`src/rtl/phaser_ctrl_pkg.sv`:
```
// Shared opcodes, widths and FSM encoding for the PHASER_IN tap sequencer.
package phaser_ctrl_pkg;

    localparam int unsigned TAP_W = 6;
    localparam int unsigned OP_W  = 2;
    localparam int unsigned CNT_W = 8;

    localparam logic [OP_W-1:0] OP_SET_FINE    = 2'b00;
    localparam logic [OP_W-1:0] OP_LOAD_COARSE = 2'b01;
    localparam logic [OP_W-1:0] OP_READ_COARSE = 2'b10;

    typedef enum logic [2:0] {
        ST_IDLE,
        ST_STEP,
        ST_SETTLE,
        ST_LOAD,
        ST_RD_PULSE,
        ST_RD_WAIT,
        ST_RESP
    } state_t;

    function automatic logic [TAP_W-1:0] tap_step(input logic [TAP_W-1:0] tap,
                                                  input logic             inc);
        return inc ? tap + TAP_W'(1) : tap - TAP_W'(1);
    endfunction

endpackage

```
`src/rtl/phaser_settle_timer.sv`:
```
// Loadable down-counter; o_done marks the last enabled cycle of a loaded interval.
module phaser_settle_timer #(
    parameter int unsigned CNT_W = 8
) (
    input  logic             i_clk,
    input  logic             i_rst,
    input  logic             i_load,
    input  logic [CNT_W-1:0] i_load_val,
    input  logic             i_en,
    output logic             o_done
);

    logic [CNT_W-1:0] r_cnt;

    always_ff @(posedge i_clk) begin
        if (i_rst) begin
            r_cnt <= '0;
        end else if (i_load) begin
            r_cnt <= i_load_val;
        end else if (i_en && (r_cnt != '0)) begin
            r_cnt <= r_cnt - CNT_W'(1);
        end
    end

    assign o_done = i_en && (r_cnt == CNT_W'(1));

endmodule

```
`src/rtl/phaser_in_tap_ctrl.sv`:
```
// Request-driven sequencer for PHASER_IN fine steps, coarse counter loads and reads.
module phaser_in_tap_ctrl
    import phaser_ctrl_pkg::*;
#(
    parameter int unsigned FINE_DELAY    = 0,
    parameter int unsigned SETTLE_CYCLES = 8,
    parameter int unsigned READ_LAT      = 4,
    parameter int unsigned MAX_TAP       = 63
) (
    input  logic             SYSCLK,
    input  logic             RST,
    input  logic             REQ_VALID,
    output logic             REQ_READY,
    input  logic [OP_W-1:0]  REQ_OP,
    input  logic [TAP_W-1:0] REQ_DATA,
    output logic             RSP_VALID,
    output logic [TAP_W-1:0] RSP_DATA,
    output logic             RSP_ERR,
    output logic             BUSY,
    output logic [TAP_W-1:0] CUR_TAP,
    output logic             FINEENABLE,
    output logic             FINEINC,
    input  logic             FINEOVERFLOW,
    output logic             COUNTERLOADEN,
    output logic [TAP_W-1:0] COUNTERLOADVAL,
    output logic             COUNTERREADEN,
    input  logic [TAP_W-1:0] COUNTERREADVAL
);

    localparam logic [CNT_W-1:0] LP_SETTLE = CNT_W'(SETTLE_CYCLES);
    localparam logic [CNT_W-1:0] LP_RDLAT  = CNT_W'(READ_LAT);

    state_t           r_state;
    logic             r_req_ready;
    logic [OP_W-1:0]  r_op;
    logic [TAP_W-1:0] r_target;
    logic [TAP_W-1:0] r_cur_tap;
    logic             r_fineenable;
    logic             r_fineinc;
    logic             r_loaden;
    logic [TAP_W-1:0] r_loadval;
    logic             r_readen;
    logic             r_rsp_valid;
    logic [TAP_W-1:0] r_rsp_data;
    logic             r_rsp_err;
    logic             r_resp_wait;
    logic [TAP_W-1:0] r_pend_data;
    logic             r_pend_err;

    logic             w_tmr_load;
    logic [CNT_W-1:0] w_tmr_val;
    logic             w_tmr_en;
    logic             w_tmr_done;
    logic             w_tgt_illegal;

    assign w_tmr_load    = (r_state == ST_STEP) || (r_state == ST_LOAD) || (r_state == ST_RD_PULSE);
    assign w_tmr_val     = (r_state == ST_RD_PULSE) ? LP_RDLAT : LP_SETTLE;
    assign w_tmr_en      = (r_state == ST_SETTLE) || (r_state == ST_RD_WAIT);
    assign w_tgt_illegal = (32'(REQ_DATA) > MAX_TAP);

    phaser_settle_timer #(
        .CNT_W (CNT_W)
    ) u_timer (
        .i_clk      (SYSCLK),
        .i_rst      (RST),
        .i_load     (w_tmr_load),
        .i_load_val (w_tmr_val),
        .i_en       (w_tmr_en),
        .o_done     (w_tmr_done)
    );

    always_ff @(posedge SYSCLK) begin
        if (RST) begin
            r_state      <= ST_IDLE;
            r_req_ready  <= 1'b0;
            r_op         <= '0;
            r_target     <= '0;
            r_cur_tap    <= TAP_W'(FINE_DELAY);
            r_fineenable <= 1'b0;
            r_fineinc    <= 1'b0;
            r_loaden     <= 1'b0;
            r_loadval    <= '0;
            r_readen     <= 1'b0;
            r_rsp_valid  <= 1'b0;
            r_rsp_data   <= '0;
            r_rsp_err    <= 1'b0;
            r_resp_wait  <= 1'b0;
            r_pend_data  <= '0;
            r_pend_err   <= 1'b0;
        end else begin
            r_fineenable <= 1'b0;
            r_fineinc    <= 1'b0;
            r_loaden     <= 1'b0;
            r_readen     <= 1'b0;
            r_rsp_valid  <= 1'b0;

            case (r_state)
                ST_IDLE: begin
                    r_req_ready <= 1'b1;
                    if (REQ_VALID && r_req_ready) begin
                        r_req_ready <= 1'b0;
                        r_op        <= REQ_OP;
                        r_target    <= REQ_DATA;
                        // Requests answered without pulses park one extra cycle in RESP
                        // (r_resp_wait) so their latency is two cycles like the decode path.
                        case (REQ_OP)
                            OP_SET_FINE: begin
                                if (w_tgt_illegal) begin
                                    r_state     <= ST_RESP;
                                    r_resp_wait <= 1'b1;
                                    r_pend_data <= r_cur_tap;
                                    r_pend_err  <= 1'b1;
                                end else if (REQ_DATA == r_cur_tap) begin
                                    r_state     <= ST_RESP;
                                    r_resp_wait <= 1'b1;
                                    r_pend_data <= r_cur_tap;
                                    r_pend_err  <= 1'b0;
                                end else begin
                                    r_state      <= ST_STEP;
                                    r_fineenable <= 1'b1;
                                    r_fineinc    <= (REQ_DATA > r_cur_tap);
                                end
                            end
                            OP_LOAD_COARSE: begin
                                r_state   <= ST_LOAD;
                                r_loaden  <= 1'b1;
                                r_loadval <= REQ_DATA;
                            end
                            OP_READ_COARSE: begin
                                r_state  <= ST_RD_PULSE;
                                r_readen <= 1'b1;
                            end
                            default: begin
                                r_state     <= ST_RESP;
                                r_resp_wait <= 1'b1;
                                r_pend_data <= '0;
                                r_pend_err  <= 1'b1;
                            end
                        endcase
                    end
                end

                ST_STEP: begin
                    r_cur_tap <= tap_step(r_cur_tap, r_fineinc);
                    r_state   <= ST_SETTLE;
                end

                ST_SETTLE: begin
                    if ((r_op == OP_SET_FINE) && FINEOVERFLOW) begin
                        r_state     <= ST_RESP;
                        r_rsp_valid <= 1'b1;
                        r_rsp_data  <= r_cur_tap;
                        r_rsp_err   <= 1'b1;
                    end else if (w_tmr_done) begin
                        if (r_op != OP_SET_FINE) begin
                            r_state     <= ST_RESP;
                            r_rsp_valid <= 1'b1;
                            r_rsp_data  <= r_target;
                            r_rsp_err   <= 1'b0;
                        end else if (r_cur_tap == r_target) begin
                            r_state     <= ST_RESP;
                            r_rsp_valid <= 1'b1;
                            r_rsp_data  <= r_cur_tap;
                            r_rsp_err   <= 1'b0;
                        end else begin
                            r_state      <= ST_STEP;
                            r_fineenable <= 1'b1;
                            r_fineinc    <= (r_target > r_cur_tap);
                        end
                    end
                end

                ST_LOAD: begin
                    r_state <= ST_SETTLE;
                end

                ST_RD_PULSE: begin
                    r_state <= ST_RD_WAIT;
                end

                ST_RD_WAIT: begin
                    if (w_tmr_done) begin
                        r_state     <= ST_RESP;
                        r_rsp_valid <= 1'b1;
                        r_rsp_data  <= COUNTERREADVAL;
                        r_rsp_err   <= 1'b0;
                    end
                end

                ST_RESP: begin
                    if (r_resp_wait) begin
                        r_resp_wait <= 1'b0;
                        r_rsp_valid <= 1'b1;
                        r_rsp_data  <= r_pend_data;
                        r_rsp_err   <= r_pend_err;
                    end else begin
                        r_state     <= ST_IDLE;
                        r_req_ready <= 1'b1;
                    end
                end

                default: begin
                    r_state     <= ST_IDLE;
                    r_req_ready <= 1'b0;
                end
            endcase
        end
    end

    assign REQ_READY      = r_req_ready;
    assign RSP_VALID      = r_rsp_valid;
    assign RSP_DATA       = r_rsp_data;
    assign RSP_ERR        = r_rsp_err;
    assign BUSY           = (r_state != ST_IDLE);
    assign CUR_TAP        = r_cur_tap;
    assign FINEENABLE     = r_fineenable;
    assign FINEINC        = r_fineinc;
    assign COUNTERLOADEN  = r_loaden;
    assign COUNTERLOADVAL = r_loadval;
    assign COUNTERREADEN  = r_readen;

endmodule

```
`config.mk`:
```
export PLATFORM = sky130hd
export DESIGN_NAME = phaser_in_tap_ctrl
export DESIGN_NICKNAME = d
export VERILOG_FILES = /design/src/rtl/phaser_ctrl_pkg.sv /design/src/rtl/phaser_settle_timer.sv /design/src/rtl/phaser_in_tap_ctrl.sv
export SDC_FILE = /design/constraint.sdc
export NUM_CORES = 1
export LEC_CHECK = 0
export ABC_AREA = 0
export CORE_UTILIZATION = 30
export DETAILED_ROUTE_END_ITERATION = 10
export GPL_TIMING_DRIVEN = 0
export PLACE_DENSITY_LB_ADDON = 0.12
export SLEW_MARGIN = 20
export SYNTH_ARGS = -nofsm -noshare
export SYNTH_HDL_FRONTEND = slang
export SYNTH_SLANG_ARGS = --single-unit
```
`constraint.sdc`:
```
create_clock -name SYSCLK -period 2.4 [get_ports SYSCLK]
set_clock_uncertainty 0.15 [all_clocks]
set_input_delay 0.72 -clock SYSCLK [delete_from_list [all_inputs] [get_ports SYSCLK]]
set_output_delay 0.72 -clock SYSCLK [all_outputs]
set_load 0.005 [all_outputs]
```
# Yosys cells after proc, flatten, opt, wreduce, memory -nomap -nowiden
# Cells that the tools add are included.
# op_classes
n_eq_ne,20
n_addsub,3
reduce_logical,27
muxes,64
order_cmp,2
shifts,0
div,0
n_mul,0
n_bitwise,4
# op_table
cell,n
6-bit two-way mux,8
1-bit two-way mux,33
3-bit two-way mux,8
3-bit one-hot mux with 6 select lines,1
6-bit one-hot mux with 3 select lines,1
8-bit two-way mux,2
6-bit equality test,2
6-bit > comparator,2
6-bit one-hot mux with 2 select lines,1
4-bit AND reduction,3
"2-bit inequality test, second input constant",5
1-bit one-hot mux with 2 select lines,5
"3-bit equality test, second input constant",3
1-bit one-hot mux with 3 select lines,3
3-bit one-hot mux with 3 select lines,1
"8-bit by 1-bit equality test with 1-bit output, second input constant",1
8-bit nonzero test,1
"8-bit by 1-bit subtractor with 8-bit output, second input constant",1
"6-bit by 1-bit adder with 6-bit output, second input constant",1
"3-bit by 2-bit equality test with 1-bit output, second input constant",2
2-bit nonzero test,3
3-bit nonzero test,2
"6-bit by 1-bit subtractor with 6-bit output, second input constant",1
5-bit AND reduction,1
18 further kinds,29
# totals
ff_bits,52
latch_bits,0
in_bits,18
mem_count,0
ram_bits,0
word_cells,137
rom_bits,0

# Logic depth before layout (Yosys ltp)
# Gate-level depths: netlist (run 1).
# logic_depth
depth_word,6
ltp_mapped,7

# Hierarchy
# Synthesis (run 1) repeated with hierarchy kept, for this count alone.
# hier_totals
hier_cells,385
hier_area_um2,3074.2
# by_module_without_submodules
mod,area_each_um2,seq_area_each_um2,instances,cells_each
phaser_in_tap_ctrl,2561.2,880.8,1,322
phaser_settle_timer,513.0,160.2,1,63

# Worst setup path before layout (run 1)
# Ideal clock, no wire load.
# synth_timing
path_type,input-to-reg
from,in REQ_DATA[5]
to,"reg r_fineinc, in the netlist FINEINC"
path_stages,5
setup_time_ns,0.115
arrival_ns,1.856
slack_ns,0.279
cell_sequence,ha_1 > nand3_1 > o21a_1 > o311ai_0 > a2111oi_0
# synth_between
elab_chain_len,5
word_cells_on_any_way,6
classes_between,1 x order compare; 1 x eq/ne; 4 x mux
# synth_rtl
element,line_no,text
start: declaration,phaser_in_tap_ctrl.sv:15,"input logic [TAP_W-1:0] REQ_DATA,"
6-bit > comparator or 6-bit equality test (tied branches),"phaser_in_tap_ctrl.sv:121, phaser_in_tap_ctrl.sv:113",
1-bit two-way mux *,phaser_in_tap_ctrl.sv:113,end else if (REQ_DATA == r_cur_tap) begin
1-bit two-way mux *,phaser_in_tap_ctrl.sv:106,case (REQ_OP)
1-bit two-way mux *,phaser_in_tap_ctrl.sv:100,if (REQ_VALID && r_req_ready) begin
1-bit one-hot mux with 2 select lines *,phaser_in_tap_ctrl.sv:97,case (r_state)
end signal: assignment,phaser_in_tap_ctrl.sv:121,r_fineinc <= (REQ_DATA > r_cur_tap);
end signal: assignment,phaser_in_tap_ctrl.sv:168,r_fineinc <= (r_target > r_cur_tap);
end: declaration,phaser_in_tap_ctrl.sv:39,logic r_fineinc;
# Every way passes the cells marked *; elsewhere a longest branch is shown, timed or not.
# A chain may end at the register's enable or synchronous reset.

# Worst setup path after layout (run 1)
# layout_timing
from,in FINEOVERFLOW
to,"reg r_fineenable, in the netlist FINEENABLE"
# layout_between
elab_chain_len,3
# layout_rtl
element,line_no,text
start: declaration,phaser_in_tap_ctrl.sv:23,"input logic FINEOVERFLOW,"
1-bit logical AND,phaser_in_tap_ctrl.sv:149,if ((r_op == OP_SET_FINE) && FINEOVERFLOW) begin
1-bit two-way mux,phaser_in_tap_ctrl.sv:149,
1-bit one-hot mux with 2 select lines,phaser_in_tap_ctrl.sv:97,
end signal: assignment,phaser_in_tap_ctrl.sv:91,r_fineenable <= 1'b0;
end signal: assignment,phaser_in_tap_ctrl.sv:120,r_fineenable <= 1'b1;
end signal: assignment,phaser_in_tap_ctrl.sv:167,r_fineenable <= 1'b1;
end: declaration,phaser_in_tap_ctrl.sv:38,logic r_fineenable;
# No other way between the ends.

==> results of run 1 <==
-- metal layers --
metal	vias to the layer above	global-route usage (%)	part of all wire (%)
li1	1453	-	-
met2	74	27.8	45
met5	-	0	0
met4	0	5.41	1.4
met1	1379	24.6	49
met3	11	3.08	4.5
-- per-stage QoR --
step	hold WS, ns	std cells	total power, mW	area [µm²]	worst slack, ns
final	0.310	550	3.62	3950	0.0619
after global routing	0.341	550	3.89	3950	-0.0401
after CTS	0.317	550	3.58	3910	0.00393
after detailed placement	0.301	539	2.94	3710	-0.737
after global placement	0.304	539	2.92	3710	-0.700
after floorplan	0.290	363	2.37	3110	0.279
-- repair_timing --
| item | CTS | global route |
|---|---|---|
| setup endpoints to repair | 29 | 17 |
| hold endpoints to repair | 0 | 0 |
| buffers inserted | 3 | 0 |
| pin swaps | 5 | 2 |
| resized for setup | 32 | 23 |
-- cell usage in the layout (no fill, tap or decap), types with 5 or more instances in the layout --
| cell | instances |
|---|---|
| nand2_1 | 23 |
| buf_6 | 5 |
| dfxtp_1 | 48 |
| o22ai_1 | 6 |
| inv_1 | 18 |
| a21oi_1 | 29 |
| mux2i_1 | 22 |
| nor2_1 | 25 |
| clkbuf_2 | 5 |
| a21o_1 | 5 |
| clkbuf_1 | 9 |
| or3_1 | 5 |
| ha_1 | 21 |
| dlygate4sd2_1 | 6 |
| a221o_1 | 6 |
| clkbuf_8 | 6 |
| o21ai_0 | 17 |
| nor3_1 | 6 |
| clkdlybuf4s50_1 | 36 |
| nand3_1 | 19 |
-- worst register-to-register path, cell delays in order (launching register included) --
cell and delay (ns):
dfxtp_1 0.47, inv_1 0.15, ha_1 0.35, nand2_1 0.14, o21ai_1 0.15, or3_1 0.35, a2111oi_2 0.44
-- worst max path at each step --
stage / cells after the start / start / end / slack (ns)
floorplan: 5 / REQ_DATA[5] / FINEINC / 0.28
global placement: 6 / REQ_DATA[5] / FINEINC / -0.70
detailed placement: 6 / REQ_DATA[4] / FINEINC / -0.74
CTS: 6 / REQ_DATA[1] / FINEINC / 0.004
global route: 6 / CUR_TAP[4] / FINEENABLE / -0.04
finish: 5 / FINEOVERFLOW / FINEENABLE / 0.06
-- registers in the layout (all words and copies together), names as in the netlist, 2 cells and up --
register / flops
r_pend_data: 6
r_op: 2
RSP_DATA: 6
r_state: 3
u_timer.r_cnt: 8
COUNTERLOADVAL: 6
r_target: 6
CUR_TAP: 6
-- logic make-up after synthesis --
family	count (synthesis)
AOI/OAI and AO/OA	100
buffers and inverters	38
DFF	52
adders and majority gates	24
and+or+nand+nor	122
muxes	23
xor gates and xnor gates	4
-- cell type report --
type                            instances  area, µm²
Fill cell                            1045       5960
Clock inverter                          2       16.3
Inverter                               18       67.6
Clock buffer                            6       72.6
Tap cell                              133        166
Timing Repair Buffer                   46        445
Buffer                                 20        129
Multi-Input combinational cell        273       2010
Sequential cell                        52       1050
-- power groups by stage --
| stage | Clock (mW) | Combinational, mW | Sequential (mW) |
|---|---|---|---|
| floorplan | 0 | 1.23 | 1.14 |
| global placement | 0 | 1.73 | 1.19 |
| CTS | 0.555 | 1.85 | 1.17 |
| global route | 0.589 | 2.10 | 1.20 |
| detailed placement | 0 | 1.75 | 1.19 |
| finish | 0.540 | 1.90 | 1.18 |
==> flow_summary.toml, run 1 <==
[status]
status = "completed"

[power]
cellLeakagePower_nw = 1.53
p_seq_share_pct = 32.6
clkPwrFrac_pct = 14.9
comb_power_share_pct = 52.5
p_int_mw = 2.09
powerDensity_mw_per_mm2 = 915
p_switching_mw = 1.53
sw_frac_of_total_pct = 42.2
vdd_drop_max_uv = 329

[worst_hold_path]
whs_endpoint = "RSP_DATA[3]"
hp-start = "RSP_DATA[3]"
hold_class = "reg2reg"
hold_depth = 2

[setup_path]
r2r_setup_slack_ns = 0.08
worstPathArrival_ns = 2.38
crit_chain = "clkdlybuf4s50_1 > nor3_2 > o21ai_1 > or3_1 > a2111oi_2"
crit_path_start_kind = "input pin"
cpPeakStageDelay_ns = 0.48
slowest_stage = "clkdlybuf4s50_1"
end_kind = "flip-flop"
r2r_cells = 6
cp.required_ns = 2.44
cp_num_buf_inv = 1
crit_type = "in2reg"
r2r-end = "FINEENABLE"
critical_path.max_fanout = 4
critical-path-top-delay-family = "compound AO/OA/AOI/OAI gates"
rr_startpoint = "CUR_TAP[4]"

[global_routing]
overflow = 0
grt_first_pass_wirelength_um = 15000
grt_max_degree = 17
grt_util_all_layers_pct = 17.7
grt_antenna_before_repair = 0
first_global_vias = 2844

[synthesis]
synth_commonest_cells = "dfxtp_1 (52), a21oi_1 (29), nor2_1 (26)"
synth_xor_area_share_pct = 1.13
async_flop_share_pct = 0
synth_compound_area_share_pct = 21.8
yosysMostFrequentCell = "dfxtp_1"
synth_cell_type_count = 61
synth.area.mux_share_pct = 7.44
post_synth.cell_area_avg_um2 = 8.57
netlist_top_cells_area = "dfxtp_1 (33%), ha_1 (9.2%), mux2i_1 (7.1%)"
synthSimpleGateAreaFrac_pct = 21.1
synth-edff-count = 0
synth_top_area_cell = "dfxtp_1"
synth_top_family_by_area = "compound AO/OA/AOI/OAI gates"
ys_warn_count = 0
synth_top_flop_cell = "dfxtp_1"
synthesis.area_mm2 = 0.00311
ys_seq_elements = 52
synth_cells = 363
post_synth_fa_ha_maj_area_fraction_pct = 9.89
synth-seq-area-share_pct = 33.5
synthesis.nets = 405
synth_top_area_share_pct = 33.5

[finish]
layout-drive-gt1-share_pct = 11.8
final_core_util_pct = 39.9
n_antenna_cell = 0
nets = 458
area_growth_pct = 27.0

[sta]
worst_pin_slew_ns = 0.675
fin_crit_sh_pct = 97.4
rsz0062_at_grt = "true"
hold_viol_final = 0
finalSetupTns_ns = 0
fmax_mhz = 428
finalSetupViolCount = 0
fin_crit_ns = 2.34
slew_headroom_pct = 55.0
final_max_slew_viol_count = 0

[drt]
wl_um = 9390
drt-initial-drc-count = 146
ant_nets = 0
drc_errors = 0
drt-vias-per-instance = 5.30
vias = 2917
drtPass1Iterations = 4
wl_per_cell_um = 17.1

[clock_network]
htree_num_levels = 2
clk_latency_ns = 0.32
cts_hold_buf = 0
root_buffer = "clkbuf_8"
cts_tree = "built"
path_clk_slew_ns = 0.10
clockBufferDepth = 2
clock_sinks = 52
cts_buffers = 5

[place]
place_hpwl_um = 6930
portBuffers = 43
routabilityCongestion = 0.853

[die]
ioPinCount = 44
die_w_um = 104
fp.dieArea_mm2 = 0.0108
row_count = 36
core_mm2 = 0.00991
start_util_pct = 31.4
fp.dieH_um = 104

[flow_run]
maxCapViolCount = 0
Note: power is estimated with default switching activity, not from simulation.
==> run 2: changes to the inputs <==
--- a/config.mk
+++ b/config.mk
@@ -10,6 +10,7 @@
 export DETAILED_ROUTE_END_ITERATION = 10
 export GPL_TIMING_DRIVEN = 0
 export PLACE_DENSITY_LB_ADDON = 0.12
+export SETUP_SLACK_MARGIN = 0.3
 export SLEW_MARGIN = 20
 export SYNTH_ARGS = -nofsm -noshare
 export SYNTH_HDL_FRONTEND = slang
==> run 2 against run 1 <==
- power grew 13%
- via count grew 4.9%
- non-clock buffer count grew 26
- maximum frequency grew 6.2%
==> flow_summary.toml, run 2 (synthesis gave the netlist of run 1 again) <==
[clock_network]
cts_buffers = 5
clock_sinks = 52
cts_tree = "built"
clk_latency_ns = 0.31
clockBufferDepth = 2
htree_num_levels = 2
root_buffer = "clkbuf_8"
path_clk_slew_ns = 0.11
cts_hold_buf = 0

[finish]
area_growth_pct = 42.2
seqCellArea_mm2 = 0.00107
n_antenna_cell = 0
final_common_cell = "dfxtp_1"
layout-drive-gt1-share_pct = 25.5
largest_register_ffs = 8
top_register = "u_timer.r_cnt"
fillers = 1015
layout_common_cells = "dfxtp_1 (42), a21oi_1 (29), buf_4 (28), clkdlybuf4s50_1 (28), nor2_1 (25)"
finalInstanceArea_mm2 = 0.00443
multi_input_area_mm2 = 0.00222
nets = 484

[sta]
worst_pin_slew_ns = 0.603
rsz0062_at_grt = "true"
finalSetupViolCount = 0
hold_viol_final = 0
fmax_mhz = 454
final_max_slew_viol_count = 0
fin_crit_ns = 2.20
worst_slack_ns = 0.198
slew_headroom_pct = 59.7
fin_crit_sh_pct = 91.7
holdWs_ns = 0.311

[setup_path]
critical_path.max_fanout = 6
cp.required_ns = 1.53
worstPathArrival_ns = 1.33
crit_path_start_kind = "flip-flop"
crit_type = "reg2out"
r2r_cells = 6
end_kind = "primary output"

[power]
p_int_mw = 2.42
p_seq_share_pct = 28.8
sw_frac_of_total_pct = 40.6
vdd_drop_max_uv = 326
power_mw = 4.07
cellLeakagePower_nw = 1.77
clkPwrFrac_pct = 13.3
comb_power_share_pct = 57.9
powerDensity_mw_per_mm2 = 921
p_switching_mw = 1.66

[die]
ioPinCount = 44
start_util_pct = 31.4
core_mm2 = 0.00991
row_count = 36
die_w_um = 104
fp.dieH_um = 104
fp.dieArea_mm2 = 0.0108

[drt]
wl_um = 9970
ant_nets = 0
drtPass1Iterations = 5
drt-initial-drc-count = 245
vias = 3059
drc_errors = 0
wl_per_cell_um = 17.3
drt-vias-per-instance = 5.31

[global_routing]
grt_antenna_before_repair = 0
grt_max_degree = 16
first_global_vias = 2894
grt_first_pass_wirelength_um = 15400
overflow = 0
grt_util_all_layers_pct = 18.0

[place]
portBuffers = 43
routabilityCongestion = 0.864
place_hpwl_um = 6930
place_area_mm2 = 0.00371
pre_cts_ws_ns = -0.709

[flow_run]
maxCapViolCount = 0

[worst_hold_path]
hold_class = "reg2reg"
hold_depth = 2

[status]
status = "completed"
## run 2: cell types whose count changed in the layout (fill, tap and decap cells not counted), sizes merged
cell / change
clkinvlp: +1
clkdlybuf4s15: +3
buf: +27
clkdlybuf4s50: -8
dlymetal6s2s: +3
clkbuf: +3
inv: -1
dlygate4sd2: -1
clkinv: -1
## run 2: worst max-delay path, cell delays in order (launching register included)
cell and delay [ns]:
dfxtp_2 0.34, buf_6 0.12, clkbuf_16 0.15, nor3_4 0.21, inv_1 0.07, buf_2 0.13
## run 2: through the flow
step | cells | TNS, ns | utilization (%)
floorplan | 363 | 0 | -
global placement | 539 | -15.88 | 37.4
detailed placement | 539 | -16.69 | 37.4
CTS | 562 | 0 | 42.3
global route | 576 | 0 | 44.7
finish | 576 | 0 | 44.7
## run 2: final timing paths
check | from | to | slack [ns]
setup / recovery | r_state[0] | BUSY | 0.20
hold reg to reg | RSP_DATA[3] | RSP_DATA[3] | 0.31
hold / removal | RSP_DATA[3] | RSP_DATA[3] | 0.31
setup reg to reg | CUR_TAP[4] | FINEINC | 0.32
## run 2: power groups by stage
stage,logic (mW),clock network [mW],registers (mW)
after floorplan,1.23,0,1.14
after global placement,1.73,0,1.19
after detailed placement,1.74,0,1.19
after CTS,2.11,0.565,1.16
after global routing,2.57,0.590,1.19
final,2.36,0.542,1.17
## run 2: what timing repair did
item,in CTS,in global routing
setup buffers,15,14
gates resized for setup,90,38
pin swaps,12,13
endpoints found under the setup margin,58,30
## run 2: final cells by class
| class | instances | area share (%) |
|---|---|---|
| Buffer | 20 | 3.42 |
| Tap cell | 133 | 3.76 |
| Clock inverter | 1 | 0.170 |
| Multi-Input combinational cell | 273 | 50.1 |
| Clock buffer | 7 | 1.95 |
| Timing Repair Buffer | 72 | 14.8 |
| Sequential cell | 52 | 24.3 |
| Inverter | 18 | 1.61 |
## run 2: layer usage
layer,track usage [%],part of all wire (%),vias to the layer above
met5,0,0,-
met4,3.98,0.79,0
met1,25.2,48,1466
met2,29.0,47,81
met3,3.02,3.6,7
li1,-,-,1505
==> edit: new RTL, flow settings as in run 1 <==
Encoding of `state_t`: now Gray code (3 bits for 7 states).
--- a/src/rtl/phaser_ctrl_pkg.sv
+++ b/src/rtl/phaser_ctrl_pkg.sv
@@ -12,9 +12,9 @@
     typedef enum logic [2:0] {
-        ST_IDLE,
-        ST_STEP,
-        ST_SETTLE,
-        ST_LOAD,
-        ST_RD_PULSE,
-        ST_RD_WAIT,
-        ST_RESP
+        ST_IDLE     = 3'b000,
+        ST_STEP     = 3'b001,
+        ST_SETTLE   = 3'b011,
+        ST_LOAD     = 3'b010,
+        ST_RD_PULSE = 3'b110,
+        ST_RD_WAIT  = 3'b111,
+        ST_RESP     = 3'b101
     } state_t;
Formal check against the unedited RTL: no difference found for any inputs over 4 cycles, from zero or initial values and one cycle with RST high; so few cycles prove little.
==> edit against run 1 <==
- the flow now finishes with violations (setup timing)
- critical path depth down 1
- synthesized area is 7.0% lower
- wire length fell by 14%
- sequential cell count did not move
- non-clock buffer count is 5 lower
- setup slack worse by 0.12 ns
- synthesized cell count shrank 2.2%
- cell area down 6.1%
- power shrank 0.15%
- first-iteration DRC count is 6.2% lower
- final cell count decreased by 2.4%
- hold slack improved by 0.0057 ns
==> edit: results (changes against run 1) <==
Outcome
The flow ran to the end, but the final reports show violations. The checks that failed: setup timing.

Synth
The most common flop cell mapped by yosys is sky130_fd_sc_hd__dfxtp_1. The share of the synthesized area in compound gates (AO/OA/AOI/OAI) was 19.4% (-2.3 points). The fraction of synthesized area in multiplexers came to 3.20% (-4.2 points).

The synthesized area divided by synthesized cell count is 8.16 sq um (-4.9%). The sequential cell area fraction in the yosys report is 36.0% (+2.5 points). Ranked by total cell area, the synthesized netlist is headed by sky130_fd_sc_hd__dfxtp_1, sky130_fd_sc_hd__ha_1, sky130_fd_sc_hd__nand2_1. Counting instances in the post-synthesis netlist gives the leading cell types as sky130_fd_sc_hd__nand2_1, sky130_fd_sc_hd__dfxtp_1, sky130_fd_sc_hd__nor2_1, sky130_fd_sc_hd__a21oi_1, sky130_fd_sc_hd__ha_1.

The XOR/XNOR share of the synthesized area is 3.03% (+1.9 points). The number of distinct library cells after synthesis is 45 (-26%). The arithmetic-cell share of the synthesized area counting full adders, half adders and majority gates is 10.6% (+0.74 points). The number of nets produced by synthesis is 397 (-2.0%).

Global routing
The wire length of the first global-routing pass is 13.6 mm (-9.7%). The number of global-route vias before repair is 2,679 (-5.8%). The number of antenna violations at the first check in global routing is 0 (unchanged). The largest net degree at the start of global routing is 16 (-1).

The overall fraction of global-route tracks in use is 17.3% (-0.44 points).

Timing
The relative max-transition margin came to 51.2% (-3.8 points). The final setup violation count came to 1 (+1). The worst setup slack after layout was -0.0589 ns (-0.121 ns).

Place
The routability congestion estimate from global placement is 0.780 (-8.6%). The total cell area at the placement stage is 0.00349 sq mm (-6.0%). The half-perimeter wire length of the detailed placement result is 6.06 mm (-12%).

The number of cells after detailed placement is 527 (-2.2%).

Routing
The first-iteration detailed-routing DRC count is 137 (-6.2%). The post-detailed-routing wire length is 8.05 mm (-14%). The total via count in the routed design is 2,633 (-9.7%).

The first-pass iteration count of the detailed router came to 5 (+1).

Power and ir drop
The leakage power figure came to 1.31 nW (-14%). The worst voltage drop across the vdd grid came to 0.000335 V (+1.8%).

Setup path
The worst path arrival time came to 1.59 ns (-0.79 ns). On the critical path the largest part of the delay comes from buffers and inverters. The maximum cell stage delay along the critical path is 0.45 ns (-0.03 ns).

The critical-path cell with the highest stage delay is sky130_fd_sc_hd__clkdlybuf4s50_1. The highest fanout seen on the critical path is 10 (+6).

Cells and area
The number of nets in the final layout is 449 (-2.0%). The layout cell share with drive strength beyond 1 was 8.09% (-3.7 points). The number of standard cells in the layout, taps in and fillers out is 537 (-2.4%).

Hold path
The type of the most critical hold path is flop to flop.

Clocking
At the later pin of the worst-skew pair, clock insertion delay measures just over 0.3 ns. The clock slew at the register clock pins of the worst setup and hold paths is 0.10 ns (about the same). The number of buffers on the longest clock path is 2 (unchanged).

The number of buffers added by the clock tree synthesis step came to 5 (unchanged). The CTS H-tree depth came to 2 (unchanged).
[edit: area by class of cell]
| cell class | count | area (sq um) |
|---|---|---|
| clock buffers | 7 | 96.3 |
| plain buffers | 16 | 73.8 |
| multi-input cells | 270 | 1790 |
| well taps | 129 | 161 |
| clock inverters | 1 | 30.0 |
| fillers | 985 | 5570 |
| repair buffers | 45 | 454 |
| flip-flops and latches | 52 | 1040 |
| inverters | 17 | 63.8 |
[edit: metal layers]
layer  share of wire (%)  track usage (%)  up-vias
li1                    -                -     1357
met1                  52             24.6     1217
met2                  44             27.1       52
met3                 3.2             2.37        7
met4                 1.0             5.02        0
met5                   0                0        -
[edit: kinds of logic after synthesis]
kind of cell	after synthesis
compound gates	86
xor+xnor	10
mux	9
fa+ha+maj	24
simple gates	141
buf+inv	33
flops	52
[edit: worst paths after layout]
| kind | start | end | slack, ns | cells after the start |
|---|---|---|---|---|
| worst max register to register | r_op[1]$_SDFFE_PP0P_ | RSP_DATA[4]$_SDFFE_PP0P_ | 0.12 | 6 |
| worst min-delay path | COUNTERLOADVAL[3]$_SDFFE_PP0P_ | COUNTERLOADVAL[3]$_SDFFE_PP0P_ | 0.32 | 2 |
| worst min register to register | COUNTERLOADVAL[3]$_SDFFE_PP0P_ | COUNTERLOADVAL[3]$_SDFFE_PP0P_ | 0.32 | 2 |
| worst max-delay path | r_state[1]$_SDFFE_PP0P_ | BUSY | -0.06 | 4 |
[edit: what timing repair did]
| item | in CTS | in global routing |
|---|---|---|
| hold buffers | 0 | 0 |
| setup endpoints to repair | 27 | 25 |
| gates resized for setup | 22 | 5 |
| setup buffers | 1 | 1 |
| endpoints found under the hold margin | 0 | 0 |
| pin swaps | 2 | 3 |
[edit: worst reg2reg max path, delay by kind of cell (launching register included)]
kind                   cells  cell delay [ns]
AOI/OAI and AO/OA          2             0.72
and+or+nand+nor            2             0.56
DFF                        1             0.36
muxes                      1             0.19
buffers and inverters      1             0.18
[edit: metrics by stage]
step	setup TNS, ns	setup WS [ns]
finish	-0.0589	-0.0589
global placement	-14.49	-0.739
detailed placement	-14.37	-0.725
CTS	-0.0823	-0.0823
global route	-0.115	-0.115
floorplan	0	0.168
[edit: power by group]
part	internal (W)	switching [W]
registers	0.000992	0.000188
logic	0.000787	0.000967
clock network	0.000369	0.000307
total	0.00215	0.00146
